**src/rtl/m_ext_issue_ctrl.sv**
```systemverilog
// m_ext_issue_ctrl: issue/stall controller in front of the multi-cycle M unit.
// Holds operands stable, resolves trivial DIV/REM cases, presents one result per op.
module m_ext_issue_ctrl #(
    parameter int WIDTH       = 32,
    parameter bit SHORTCUT_EN = 1'b1,
    parameter int TIMEOUT     = 64
) (
    input  logic             clk,
    input  logic             rst,
    input  logic             valid_i,
    input  logic [2:0]       funct3_i,
    input  logic [WIDTH-1:0] rs1_i,
    input  logic [WIDTH-1:0] rs2_i,
    input  logic             flush_i,
    input  logic             hold_i,
    output logic             m_enable_o,
    output logic [2:0]       m_funct3_o,
    output logic [WIDTH-1:0] m_a_o,
    output logic [WIDTH-1:0] m_b_o,
    input  logic [WIDTH-1:0] m_f_i,
    input  logic             m_resp_i,
    output logic [WIDTH-1:0] result_o,
    output logic             result_valid_o,
    output logic             stall_o,
    output logic             err_o
);

    localparam int CW = $clog2(TIMEOUT + 1);
    localparam logic [CW-1:0] TMO_LAST = CW'(TIMEOUT - 1);
    localparam logic [WIDTH-1:0] ALL_ONES = '1;
    localparam logic [WIDTH-1:0] INT_MIN = {1'b1, {(WIDTH-1){1'b0}}};

    typedef enum logic [1:0] {
        IDLE,
        BUSY,
        DRAIN,
        DONE
    } state_t;

    state_t          state_q;
    state_t          state_d;
    logic [CW-1:0]   tmo_q;
    logic [CW-1:0]   tmo_d;
    logic            err_d;
    logic            en_d;
    logic            latch;
    logic            res_load;
    logic [WIDTH-1:0] res_d;
    logic            sc_hit;
    logic [WIDTH-1:0] sc_val;

    // Divide-by-zero and INT_MIN / -1 have architecturally fixed results.
    always_comb begin
        sc_hit = 1'b0;
        sc_val = '0;
        if (SHORTCUT_EN && funct3_i[2]) begin
            if (rs2_i == '0) begin
                sc_hit = 1'b1;
                sc_val = funct3_i[1] ? rs1_i : ALL_ONES;
            end else if (!funct3_i[0] && rs1_i == INT_MIN && rs2_i == ALL_ONES) begin
                sc_hit = 1'b1;
                sc_val = funct3_i[1] ? '0 : INT_MIN;
            end
        end
    end

    always_comb begin
        state_d  = state_q;
        tmo_d    = '0;
        err_d    = err_o;
        latch    = 1'b0;
        res_load = 1'b0;
        res_d    = m_f_i;
        unique case (state_q)
            IDLE: begin
                if (valid_i && !flush_i) begin
                    latch = 1'b1;
                    if (sc_hit) begin
                        res_load = 1'b1;
                        res_d    = sc_val;
                        state_d  = DONE;
                    end else begin
                        state_d = BUSY;
                    end
                end
            end
            BUSY: begin
                if (m_resp_i) begin
                    res_load = !flush_i;
                    state_d  = flush_i ? IDLE : DONE;
                end else if (tmo_q == TMO_LAST) begin
                    err_d   = 1'b1;
                    state_d = IDLE;
                end else begin
                    tmo_d   = tmo_q + CW'(1);
                    state_d = flush_i ? DRAIN : BUSY;
                end
            end
            DRAIN: begin
                // The unit cannot be aborted; wait it out and drop its result.
                if (m_resp_i) begin
                    state_d = IDLE;
                end else if (tmo_q == TMO_LAST) begin
                    err_d   = 1'b1;
                    state_d = IDLE;
                end else begin
                    tmo_d = tmo_q + CW'(1);
                end
            end
            DONE: begin
                if (flush_i || !hold_i) begin
                    state_d = IDLE;
                end
            end
            default: begin
                state_d = IDLE;
            end
        endcase
    end

    assign en_d = (state_d == BUSY) || (state_d == DRAIN);

    always_ff @(posedge clk) begin
        if (rst) begin
            state_q    <= IDLE;
            tmo_q      <= '0;
            err_o      <= 1'b0;
            m_enable_o <= 1'b0;
            m_funct3_o <= '0;
            m_a_o      <= '0;
            m_b_o      <= '0;
            result_o   <= '0;
        end else begin
            state_q    <= state_d;
            tmo_q      <= tmo_d;
            err_o      <= err_d;
            m_enable_o <= en_d;
            if (latch) begin
                m_funct3_o <= funct3_i;
                m_a_o      <= rs1_i;
                m_b_o      <= rs2_i;
            end
            if (res_load) begin
                result_o <= res_d;
            end
        end
    end

    assign result_valid_o = (state_q == DONE);

    assign stall_o = ((state_q == IDLE) && valid_i && !flush_i)
                   || (state_q == BUSY)
                   || ((state_q == DRAIN) && valid_i)
                   || ((state_q == DONE) && hold_i);

endmodule
```
**config.mk**
```make
export PLATFORM = sky130hd
export DESIGN_NAME = m_ext_issue_ctrl
export DESIGN_NICKNAME = d
export VERILOG_FILES = /design/src/rtl/m_ext_issue_ctrl.sv
export SDC_FILE = /design/constraint.sdc
export NUM_CORES = 1
export LEC_CHECK = 0
export CORE_MARGIN = 4
export CORE_UTILIZATION = 35
export CTS_CLUSTER_DIAMETER = 30
export CTS_CLUSTER_SIZE = 16
export DETAILED_ROUTE_END_ITERATION = 7
export GPL_TIMING_DRIVEN = 0
export PLACE_DENSITY = 0.71
export RECOVER_POWER = 100
export SLEW_MARGIN = 40
export SYNTH_ARGS = -nofsm -noshare
export SYNTH_HDL_FRONTEND = slang
export SYNTH_SLANG_ARGS = --single-unit
```
**constraint.sdc**
```tcl
create_clock -name clk -period 2.56 [get_ports clk]
set_clock_uncertainty 0.05 [all_clocks]
set_input_delay 0.256 -clock clk [delete_from_list [all_inputs] [get_ports clk]]
set_output_delay 0.256 -clock clk [all_outputs]
set_load 0.05 [all_outputs]
```
==> summary.txt <==
outcome -> finished, final reports clean
Final ANT Viol Nets -> 0
VDD IR-drop max -> 0.262 mV
Avg Cell Area, Syn -> 8.56 um2
Critical Path RT -> 2.76 ns
Final nets -> 907
first-pass GRT wire length -> 28200 um
die area -> 16100 um2
Root Driver -> clkbuf_16
initial antenna violation count -> 0
grt ovf -> 0
Clk Latency, worst-skew pair -> 0.35 ns
drc violations -> 0
number of synthesized flops with an enable pin -> 0
crit path time final -> 2.53 ns
Hold Path Origin -> tmo_q[6]
vias -> 5229
via-per-instance ratio -> 5.32
most common cell after layout, fill and taps aside -> nand2_1
R2R Setup Slk -> 0.15 ns
Worst Setup SP -> rs1_i[23]
synth warn -> 0
Final Max Slew Viols -> 0
Hold Crit Endpoint -> tmo_q[6]
hold crit path type -> reg2reg
dpl hpwl -> 14200 um
Fin Setup TNS -> 0 ns
Hold Crit Depth -> 2
final cycle utilization of the critical path -> 99.0%
Hold Violations, Final -> 0
vias in the first global route -> 5258
Synth cell types -> 49
leak pwr -> 2.89 nW
Starting DRT DRC Count -> 282
Seq/Total Area, Yosys -> 44.4%
pre-CTS worst setup slack -> -0.811 ns
number of max-cap violations -> 0
Critical Path Start Type -> primary input
critical path arrival -> 2.74 ns
R2R cell count -> 9
H-tree depth -> 3
Worst R2R End -> result_o[14]
share of post-route cells with drive strength above 1 -> 12.7%
Sink Count -> 110
CP endpoint kind -> flip-flop
Routed WL per cell -> 18.6 um
area grow syn2layout -> 53.7%
CTS tree -> built
Synth Cell Area -> 4960 um2
synthesized instance count -> 579
Clock Path Buffers -> 2
most frequent cells in the layout -> nand2_1, dfxtp_1, clkdlybuf4s50_1, dlygate4sd3_1, a21oi_1
CTS clock-pin slew for the worst setup and hold paths -> 0.07 ns
final worst slack -> 0.0262 ns
syn_nets -> 689
I/O pin total -> 208
Initial DRT Pass Iterations -> 5
design area -> 7620 um2
RePlAce Congestion -> 0.834
CP Class -> in2reg
post-synthesis register bit count -> 110
DP Area -> 7240 um2
starting density of the core -> 35.7%
Die Span X -> 127 um
Tot Pwr -> 0.00428 W
IO buf count -> 206
cell row count -> 43
Post-synth ARST share -> 0%
CORE AREA -> 13900 um2
Worst R2R Start -> state_q[0]
CTS Buf Count -> 9
crit path max fanout -> 10
drt total wl -> 18300 um
max frequency -> 395 MHz
final setup vio count -> 0
power per standard cell area -> 562 nW/um2
RSZ-0062 raised after global routing -> no
Synth Flop Type -> dfxtp_1
Global Route Usage Sum -> 22.1%
DIE HEIGHT -> 127 um
largest net degree at the start of global routing -> 17
Worst-Margin Slew -> 0.755 ns
Rel. slew slack -> 49.7%
# diodes -> 0
## cells in the mapped netlist, types with 3 or more instances
master      n  share of area [%]
buf_6       5                1.1
nor4_1     11                1.4
nand3_1     3               0.30
xnor2_1     3               0.53
nor2_1     46                3.5
ha_1        5                1.3
buf_1       4               0.30
o21ai_2    29                5.1
nand4_1     9                1.1
nand2_1   140                 11
buf_2       3               0.30
dfxtp_1   110                 44
inv_1       7               0.53
nor4b_1     4               0.71
a21oi_1    69                7.0
clkbuf_1   31                2.3
a221oi_2   31                9.4
o21ai_0    33                3.3
## critical path, stage by stage
cell and delay [ns]:
clkdlybuf4s50_1 0.48, nor4_2 0.55, nand3_1 0.16, nor3_2 0.41
a41oi_2 0.30, buf_4 0.30, a221oi_1 0.27
## metrics by stage
step           cells  hold WS [ns]  util [%]
2_1_floorplan    579         0.342         -
3_3_place_gp     965         0.371      52.2
3_5_place_dp     965         0.375      52.2
4_1_cts          980         0.384      54.7
5_1_grt          982         0.414      54.9
6_report         982         0.387      54.9
## area by class of cell
cell class	instances	area, um2
plain buffers	44	221
clock buffers	13	270
clock inverters	3	65.1
fillers	1283	6260
inverters	7	26.3
multi-input cells	418	2540
flip-flops and latches	110	2200
well taps	180	225
repair buffers	207	2070
## per-layer routing
| layer | share of wire [%] | up-vias | GRT usage (%) | wire length (um) |
|---|---|---|---|---|
| li1 | - | 2489 | - | - |
| met1 | 42 | 2528 | 28.0 | 7760 |
| met2 | 48 | 191 | 36.5 | 8750 |
| met3 | 8.2 | 21 | 6.31 | 1500 |
| met4 | 1.6 | 0 | 6.81 | 293 |
| met5 | 0 | - | 0 | 0 |
## logic make-up after synthesis
group           count (synthesis)  share of synthesized area, %
compound gates                174                          27.2
fa+ha+maj                       5                          1.26
buf+inv                        52                          4.92
flops                         110                          44.4
mux                             2                         0.429
simple gates                  232                          21.1
xor+xnor                        4                         0.707
## what timing repair did
action / CTS / global route
buffers inserted: 0 / 1
hold buffers: 0 / 0
pin swaps: 0 / 2
gates resized for setup: 5 / 7
gates cloned: 0 / 1
endpoints found under the setup margin: 25 / 70
## power breakdown
| group | internal, W | switching (W) |
|---|---|---|
| Combinational | 0.000329 | 0.000562 |
| Sequential | 0.00179 | 0.0000406 |
| Clock | 0.000937 | 0.000625 |
## sequential cells by signal, summed over array words and instances (netlist names)
register	flops
err_o	1
state_q	2
m_enable_o	1
result_o	32
m_b_o	32
m_funct3_o	3
tmo_q	7
m_a_o	32
## worst max-delay path by stage
stage | end | cells past startpoint
3_5_place_dp | stall_o | 7
2_1_floorplan | result_o[22] | 10
4_1_cts | result_o[3] | 10
6_report | result_o[14] | 7
5_1_grt | result_o[26] | 7
3_3_place_gp | stall_o | 7
No activity file was read; power rests on OpenSTA's default activity.
